<file path="src/rtl/pong_game_sequencer_if.sv">
// rtl/pong_game_sequencer_if.sv - control/status bundle between game logic and the pong sequencer
interface pong_game_sequencer_if;
    logic       frame_tick;
    logic       start_l;
    logic       start_r;
    logic       miss_left;
    logic       miss_right;
    logic       move_en;
    logic       ball_reset;
    logic       serve_dir;
    logic [3:0] score_l;
    logic [3:0] score_r;
    logic       game_over;
    logic       winner;
    logic [2:0] state;

    modport master (
        output frame_tick, start_l, start_r, miss_left, miss_right,
        input  move_en, ball_reset, serve_dir, score_l, score_r, game_over, winner, state
    );

    modport slave (
        input  frame_tick, start_l, start_r, miss_left, miss_right,
        output move_en, ball_reset, serve_dir, score_l, score_r, game_over, winner, state
    );
endinterface

</file>
<file path="src/rtl/pong_game_sequencer.sv">
// rtl/pong_game_sequencer.sv - serve/rally/point/game-over sequencer for a two-player pong game
module pong_game_sequencer #(
    parameter int SERVE_FRAMES = 60,
    parameter int WIN_SCORE    = 7
) (
    input  logic                 clk,
    input  logic                 reset_n,
    pong_game_sequencer_if.slave bus
);
    typedef enum logic [2:0] {
        IDLE     = 3'd0,
        SERVE    = 3'd1,
        RALLY    = 3'd2,
        POINT    = 3'd3,
        GAMEOVER = 3'd4,
        PAUSE    = 3'd5
    } state_t;

    localparam logic [7:0] SERVE_LIMIT = 8'(SERVE_FRAMES);
    localparam logic [3:0] WIN_LIMIT   = 4'(WIN_SCORE);

    state_t     state_q;
    logic [7:0] frame_cnt;
    logic [3:0] score_l_q;
    logic [3:0] score_r_q;
    logic       serve_dir_q;
    logic       winner_q;
    logic       start_q;
    logic       start_any;
    logic       start_ev;
    logic       miss_l;
    logic       miss_r;

    assign start_any = bus.start_l | bus.start_r;
    assign start_ev  = start_any & ~start_q;
    assign miss_l    = bus.miss_left;
    assign miss_r    = bus.miss_right;

    always_ff @(posedge clk) begin
        if (!reset_n) begin
            state_q     <= IDLE;
            frame_cnt   <= 8'd0;
            score_l_q   <= 4'd0;
            score_r_q   <= 4'd0;
            serve_dir_q <= 1'b1;
            winner_q    <= 1'b0;
            start_q     <= 1'b0;
        end else begin
            start_q <= start_any;
            case (state_q)
                IDLE: begin
                    score_l_q <= 4'd0;
                    score_r_q <= 4'd0;
                    if (start_ev) begin
                        serve_dir_q <= 1'b1;
                        frame_cnt   <= 8'd0;
                        state_q     <= SERVE;
                    end
                end
                SERVE: begin
                    if (bus.frame_tick) begin
                        frame_cnt <= frame_cnt + 8'd1;
                        if (frame_cnt + 8'd1 == SERVE_LIMIT)
                            state_q <= RALLY;
                    end
                end
                RALLY: begin
                    // Misses outrank a coincident Start; a double miss is a replay.
                    if (miss_l && miss_r) begin
                        frame_cnt <= 8'd0;
                        state_q   <= SERVE;
                    end else if (miss_l) begin
                        if (score_r_q != WIN_LIMIT)
                            score_r_q <= score_r_q + 4'd1;
                        serve_dir_q <= 1'b0;
                        state_q     <= POINT;
                    end else if (miss_r) begin
                        if (score_l_q != WIN_LIMIT)
                            score_l_q <= score_l_q + 4'd1;
                        serve_dir_q <= 1'b1;
                        state_q     <= POINT;
                    end else if (start_ev) begin
                        state_q <= PAUSE;
                    end
                end
                POINT: begin
                    if (score_l_q == WIN_LIMIT || score_r_q == WIN_LIMIT) begin
                        winner_q <= (score_r_q == WIN_LIMIT);
                        state_q  <= GAMEOVER;
                    end else begin
                        frame_cnt <= 8'd0;
                        state_q   <= SERVE;
                    end
                end
                GAMEOVER: begin
                    if (start_ev) begin
                        score_l_q   <= 4'd0;
                        score_r_q   <= 4'd0;
                        serve_dir_q <= 1'b1;
                        frame_cnt   <= 8'd0;
                        state_q     <= SERVE;
                    end
                end
                PAUSE: begin
                    if (start_ev)
                        state_q <= RALLY;
                end
                default: state_q <= IDLE;
            endcase
        end
    end

    // Status outputs decode only registered state, never a live input.
    assign bus.move_en    = (state_q == RALLY);
    assign bus.ball_reset = (state_q == IDLE) || (state_q == SERVE) ||
                            (state_q == POINT) || (state_q == GAMEOVER);
    assign bus.game_over  = (state_q == GAMEOVER);
    assign bus.serve_dir  = serve_dir_q;
    assign bus.score_l    = score_l_q;
    assign bus.score_r    = score_r_q;
    assign bus.winner     = winner_q;
    assign bus.state      = state_q;
endmodule

</file>
<file path="src/flat_wrapper.sv">
// flat-port wrapper written by rule: the top's interface ports become plain ports
module pong_game_sequencer_flat 
#(
    parameter int SERVE_FRAMES = 60,
    parameter int WIN_SCORE    = 7
)
  (clk, reset_n, bus_frame_tick, bus_start_l, bus_start_r, bus_miss_left, bus_miss_right, bus_move_en, bus_ball_reset, bus_serve_dir, bus_score_l, bus_score_r, bus_game_over, bus_winner, bus_state);
  pong_game_sequencer_if bus_i ();
  input  logic clk;
  input  logic reset_n;
  input wire logic [$bits(bus_i.frame_tick)-1:0] bus_frame_tick;
  input wire logic [$bits(bus_i.start_l)-1:0] bus_start_l;
  input wire logic [$bits(bus_i.start_r)-1:0] bus_start_r;
  input wire logic [$bits(bus_i.miss_left)-1:0] bus_miss_left;
  input wire logic [$bits(bus_i.miss_right)-1:0] bus_miss_right;
  output wire logic [$bits(bus_i.move_en)-1:0] bus_move_en;
  output wire logic [$bits(bus_i.ball_reset)-1:0] bus_ball_reset;
  output wire logic [$bits(bus_i.serve_dir)-1:0] bus_serve_dir;
  output wire logic [$bits(bus_i.score_l)-1:0] bus_score_l;
  output wire logic [$bits(bus_i.score_r)-1:0] bus_score_r;
  output wire logic [$bits(bus_i.game_over)-1:0] bus_game_over;
  output wire logic [$bits(bus_i.winner)-1:0] bus_winner;
  output wire logic [$bits(bus_i.state)-1:0] bus_state;
  assign bus_i.frame_tick = bus_frame_tick;
  assign bus_i.start_l = bus_start_l;
  assign bus_i.start_r = bus_start_r;
  assign bus_i.miss_left = bus_miss_left;
  assign bus_i.miss_right = bus_miss_right;
  assign bus_move_en = bus_i.move_en;
  assign bus_ball_reset = bus_i.ball_reset;
  assign bus_serve_dir = bus_i.serve_dir;
  assign bus_score_l = bus_i.score_l;
  assign bus_score_r = bus_i.score_r;
  assign bus_game_over = bus_i.game_over;
  assign bus_winner = bus_i.winner;
  assign bus_state = bus_i.state;
  pong_game_sequencer #(.SERVE_FRAMES(SERVE_FRAMES), .WIN_SCORE(WIN_SCORE)) u_core (.clk(clk), .reset_n(reset_n), .bus(bus_i));
endmodule
</file>
<file path="config.mk">
export PLATFORM = sky130hd
export DESIGN_NAME = pong_game_sequencer_flat
export DESIGN_NICKNAME = d
export VERILOG_FILES = /design/src/rtl/pong_game_sequencer_if.sv /design/src/rtl/pong_game_sequencer.sv /design/src/flat_wrapper.sv
export SDC_FILE = /design/constraint.sdc
export NUM_CORES = 1
export LEC_CHECK = 0
export BUFFER_PORTS_ARGS = -buffer_cell sky130_fd_sc_hd__buf_2
export CORE_ASPECT_RATIO = 0.7
export CORE_MARGIN = 4
export CORE_UTILIZATION = 46
export CTS_BUF_LIST = sky130_fd_sc_hd__clkbuf_16
export DETAILED_ROUTE_END_ITERATION = 7
export GPL_TIMING_DRIVEN = 0
export PLACE_DENSITY = 0.7
export REMOVE_ABC_BUFFERS = 1
export SYNTH_ARGS = -nofsm -noshare
export SYNTH_HDL_FRONTEND = slang
export SYNTH_SLANG_ARGS = --single-unit
</file>
<file path="constraint.sdc">
create_clock -name clk -period 4.1 [get_ports clk]
set_input_delay 0.82 -clock clk [delete_from_list [all_inputs] [get_ports clk]]
set_output_delay 0.82 -clock clk [all_outputs]
set_load 0.02 [all_outputs]
</file>
== Word-level counts from Yosys, hierarchy flattened ==
Cells that the tools add are included.

* Output and inout port bits: 16
* Bits of input ports: 7
* Flip-flop bits (word level): 22
* Word-level logic and storage cells: 84

* Reductions and logical operators: 16
* $add $sub $neg: 3
* Eq/ne operators: 25
* Bitwise operators: 3
* Mux-type cells: 30

{| class="wikitable"
|+ Operators with widths
! kind !! count
|-
| $mux W4 || 8
|-
| $mux W8 || 4
|-
| $pmux W8 S4 || 1
|-
| $mux W3 || 9
|-
| $pmux W4 S3 || 2
|-
| $pmux W3 S5 || 1
|-
| $reduce_and A5 Y1 || 3
|-
| $ne A2 B1 Y1 const B || 7
|-
| $ne A2 B2 Y1 const B || 6
|-
| $add A4 B1 Y4 const B || 2
|-
| $add A8 B1 Y8 const B || 1
|-
| $eq A4 B3 Y1 const B || 2
|-
| $eq A8 B6 Y1 const B || 1
|-
| $ne A4 B3 Y1 const B || 2
|-
| $eq A3 B2 Y1 const B || 2
|-
| $eq A3 B3 Y1 const B || 2
|-
| $reduce_and A6 Y1 || 1
|-
| $ne A5 B3 Y1 const B || 1
|-
| $logic_or A1 B1 Y1 || 4
|-
| $mux W1 || 4
|-
| $reduce_and A4 Y1 || 1
|-
| $reduce_bool A4 Y1 || 1
|-
| $eq A3 B1 Y1 const B || 1
|-
| $logic_not A3 Y1 || 1
|-
| other kinds (10) || 10
|}

== Longest topological paths before layout ==
* Depth after elaboration: 7
* Mapped depth: 7
* Mapped depth without buffers: 7

== Worst setup path before layout ==
No wires, ideal clock.

* Path kind: input to register
* Start point: input bus_miss_right
* End point: register u_core.frame_cnt[5]
* Path buffers: 0
* Setup slack: 1986 ps
* Setup time: 70 ps
* Data required time: 4030 ps
* Cell stages on the path: 6
* Arrival: 2044 ps
* Path through: ha_1 -> a21oi_2 -> o32ai_2 -> nand4_2 -> or4_1 -> a21boi_1

* Word-level cells in the longest chain between the ends: 3

{| class="wikitable"
|+ Ends and longest elaborated chain
! what !! line !! source
|-
| start, declared || flat_wrapper.sv:15 || <nowiki>input wire logic [$bits(bus_i.miss_right)-1:0] bus_miss_right;</nowiki>
|-
| $logic_and A1 B1 Y1 || pong_game_sequencer.sv:69 || <nowiki>if (miss_l && miss_r) begin</nowiki>
|-
| $ne A2 B1 Y1 (no source line) || -- ||
|-
| $reduce_and A5 Y1 (no source line) || -- ||
|-
| end signal, assigned || pong_game_sequencer.sv:62 || <nowiki>frame_cnt <= frame_cnt + 8'd1;</nowiki>
|-
| end, declared || pong_game_sequencer.sv:23 || <nowiki>logic [7:0] frame_cnt;</nowiki>
|}

Every way passes these cells.
A chain may end at the register's enable or synchronous reset.

== Worst setup path in the final report ==
* Start point: register u_core.state_q[1], in the netlist u_core.bus.state[1]
* End point: output bus_move_en

* Word-level cells in the longest chain between the ends: 1

{| class="wikitable"
|+ Ends and longest elaborated chain
! what !! line !! source
|-
| start, declared || pong_game_sequencer.sv:22 || <nowiki>state_t state_q;</nowiki>
|-
| start signal, assigned || pong_game_sequencer.sv:41 || <nowiki>state_q <= IDLE;</nowiki>
|-
| start signal, assigned || pong_game_sequencer.sv:57 || <nowiki>state_q <= SERVE;</nowiki>
|-
| start signal, assigned || pong_game_sequencer.sv:64 || <nowiki>state_q <= RALLY;</nowiki>
|-
| $eq A3 B2 Y1 || pong_game_sequencer.sv:114 || <nowiki>assign bus.move_en = (state_q == RALLY);</nowiki>
|-
| end, declared || flat_wrapper.sv:16 || <nowiki>output wire logic [$bits(bus_i.move_en)-1:0] bus_move_en;</nowiki>
|}

Every way passes these cells.

==> results.sh <==
export IMPL_status="completed"
export IMPL_ys_seq_area_share_pct=31.7
export IMPL_chipWidth_um=73.7
export IMPL_ys_warn_count=0
export IMPL_path_depth=2
export IMPL_synth_area_sq_mm=0.00139
export IMPL_hold_violations=0
export IMPL_intPower_mw=0.450
export IMPL_worstSetupEndpoint="bus_move_en"
export IMPL_yosys_top_cells_area="dfxtp_1 32%, ha_1 6.3%, a21boi_1 4.3%, nand3_1 3.6%, o21ai_0 3.6%"
export IMPL_p_leak_nw=0.650
export IMPL_p_per_area_mw_per_mm2=454
export IMPL_rows=16
export IMPL_routabilityCongestion=0.851
export IMPL_rr_startpoint="u_core.bus.state[0]"
export IMPL_timing_slew_headroom_pct=56.5
export IMPL_max_stage_delay_ns=0.74
export IMPL_antenna_found_initial=0
export IMPL_min_period_over_period_pct=64.1
export IMPL_seq_power_share_pct=37.4
export IMPL_wl_per_cell_um=14.0
export IMPL_nFillCells=272
export IMPL_coreArea_sq_mm=0.00284
export IMPL_reg2reg_depth=5
export IMPL_synth_edf_count=0
export IMPL_critical_path_startpoint="u_core.bus.state[1]"
export IMPL_dr_pass1_iters=4
export IMPL_diodes=0
export IMPL_cts_sinks=22
export IMPL_io_buffers=22
export IMPL_cp_buffers_inverters=1
export IMPL_cp_required_ns=3.28
export IMPL_remaining_drc_errors=0
export IMPL_rsz0062_at_grt="no"
export IMPL_synth_area_leader_cell="dfxtp_1"
export IMPL_synth_most_common_cell="dfxtp_1"
export IMPL_cts_tree="built"
export IMPL_hold_buffers=0
export IMPL_die_h_um=54.0
export IMPL_antenna_left=0
export IMPL_path_clk_slew_ns=0.06
export IMPL_synth_common_cells="22 x dfxtp_1, 13 x nand2_1, 13 x nor2_1, 10 x nand3_1, 10 x o21ai_0"
export IMPL_clockPowerShare_pct=28.5
export IMPL_critPathArrivalTime_ns=1.81
export IMPL_comb_power_share_pct=34.1
export IMPL_grt_max_degree=21
export IMPL_critical_path_top_delay_family="flip-flops"
export IMPL_setup_viol=0
export IMPL_dp_hpwl_mm=2.26
export IMPL_grt_usage_pct=16.6
export IMPL_cap_violations=0
export IMPL_async_flop_share_pct=0
export IMPL_synth_top_area_share_pct=31.7
export IMPL_crit_slowest_cell="dfxtp_1"
export IMPL_ys_types=50
export IMPL_syn2layout_area_growth_pct=14.3
export IMPL_synthCells=160
export IMPL_worst_slew_pin_slew_ns=0.651
export IMPL_drt_total_wl_mm=3.04
export IMPL_cp_cell_sequence="nor3b_2, buf_2"
export IMPL_syn_avg_cell_area_sq_um=8.70
export IMPL_h_tree_depth=1
export IMPL_dieArea_sq_mm=0.00398
export IMPL_drive_above_1_share_pct=21.0
export IMPL_numCtsBuffers=3
export IMPL_worstReg2RegEnd="u_core.frame_cnt[6]"
export IMPL_max_freq_ghz=0.381
export IMPL_clock_latency_ns=0.25
export IMPL_viasPerCell=5.79
export IMPL_drtIter0Drc=34
export IMPL_clock_skew_ns=0.00480
export IMPL_start_kind="flip-flop"
export IMPL_synth_ff_type="dfxtp_1"
export IMPL_grt_pass1_wl_mm=5.12
export IMPL_vias=1257
export IMPL_switching_share_pct=37.7
export IMPL_fin_crit_ns=2.63
export IMPL_finalHoldWorstSlack_ns=0.510
export IMPL_start_util_pct=48.9
export IMPL_tns_ns=0
export IMPL_drv_slew=0
export IMPL_peakVddDrop_mv=0.312
export IMPL_hold_class="flip-flop to flip-flop"
export IMPL_nets=196
export IMPL_r2r_slack_ns=1.92
export IMPL_grt_overflow_total=0
export IMPL_switchingPower_mw=0.272
export IMPL_critical_path_class="flip-flop to primary output"
export IMPL_post_cts_setup_buffers=0
export IMPL_root_buffer="clkbuf_16"
export IMPL_grt_pass1_vias=1144
export IMPL_crit_fanout=17
export IMPL_ios=23
export IMPL_post_cts_resized=0
export IMPL_cp_end_kind="primary output"
export IMPL_synth_seq_cells=22
export IMPL_holdPathStages=2
export IMPL_clock_path_buffers=2
==> metal layers <==
metal | wire length (um) | GRT usage (%) | vias to the layer above
li1 | - | - | 636
met4 | 13 | 3.31 | 0
met1 | 1570 | 22.1 | 594
met3 | 152 | 4.10 | 2
met2 | 1310 | 27.2 | 25
met5 | 0 | 0 | -
==> per-stage QoR <==
stage          utilization (%)  setup slack (ns)  cells  area (sq um)  power, mW
4_1_cts                   55.9              1.47    217          1590      0.726
6_report                  55.9              1.47    217          1590      0.722
2_1_floorplan                -              1.93    155          1360      0.449
3_5_place_dp              53.2              1.63    213          1510      0.517
3_3_place_gp              53.2              1.64    213          1510      0.511
5_1_grt                   55.9              1.35    217          1590      0.770
==> cells in the final DEF, fill, tap and decap left out, drive strengths merged, types with 2 or more instances in the layout <==
cell / Yosys / layout
a21boi: 9 / 9
buf: 3 / 22
clkbuf: 2 / 3
o32ai: 2 / 2
and3: 2 / 2
xnor2: 3 / 3
and3b: 2 / 2
a21oi: 3 / 3
nor2b: 4 / 4
nor2: 13 / 13
or4: 2 / 2
inv: 5 / 5
nand2: 13 / 13
nand4: 6 / 6
mux2i: 4 / 4
dfxtp: 22 / 22
o21ai: 13 / 13
or3b: 2 / 2
ha: 7 / 7
xor2: 4 / 4
or3: 4 / 4
nor3b: 3 / 3
nand3: 10 / 10
a31oi: 2 / 2
or2: 2 / 2
==> tightest hold or removal path, stage by stage, from the launching register on <==
cell and delay [ns]:
dfxtp_1 0.35, nand2_1 0.07, a21boi_1 0.05
==> power groups by stage <==
stage                     combinational, mW  clock [mW]  sequential (mW)
final                                 0.246       0.206            0.270
after global routing                  0.274       0.222            0.274
after CTS                             0.245       0.212            0.269
after detailed placement              0.243           0            0.274
after global placement                0.239           0            0.271
after floorplan                       0.172           0            0.276
==> how the worst min path moves through the flow <==
| stage | startpoint | slack [ns] | to |
|---|---|---|---|
| floorplan | u_core.frame_cnt[1] | 0.48 | u_core.frame_cnt[1] |
| global placement | u_core.bus.score_r[3] | 0.48 | u_core.bus.score_r[3] |
| detailed placement | u_core.frame_cnt[1] | 0.50 | u_core.frame_cnt[1] |
| CTS | u_core.frame_cnt[1] | 0.51 | u_core.frame_cnt[1] |
| global route | u_core.bus.score_r[3] | 0.53 | u_core.bus.score_r[3] |
| finish | u_core.frame_cnt[1] | 0.51 | u_core.frame_cnt[1] |
==> flip-flops by register name, summed over array words and instances (netlist names) <==
signal	cells
u_core.bus.score_r	4
u_core.bus.serve_dir	1
u_core.bus.state	3
u_core.frame_cnt	8
u_core.bus.winner	1
u_core.start_q	1
u_core.bus.score_l	4
==> layout make-up <==
| type | instances | area [sq um] | area share (%) |
|---|---|---|---|
| inverters | 5 | 18.8 | 1.18 |
| repair buffers | 22 | 110 | 6.92 |
| multi-input cells | 128 | 897 | 56.4 |
| well taps | 36 | 45.0 | 2.83 |
| flip-flops and latches | 22 | 440 | 27.7 |
| clock inverters | 1 | 3.75 | 0.236 |
| clock buffers | 3 | 75.1 | 4.72 |
==> logic make-up after synthesis <==
group                    Yosys count  share of synthesized area [%]
AO/OA/AOI/OAI                     42                           23.6
flip-flops                        22                           31.7
AND/OR/NAND/NOR                   68                           27.3
buffers and inverters             10                           3.87
XOR/XNOR                           7                           4.41
adder cells (fa/ha/maj)            7                           6.29
multiplexers                       4                           2.88
(Power assumes the default switching activity.)
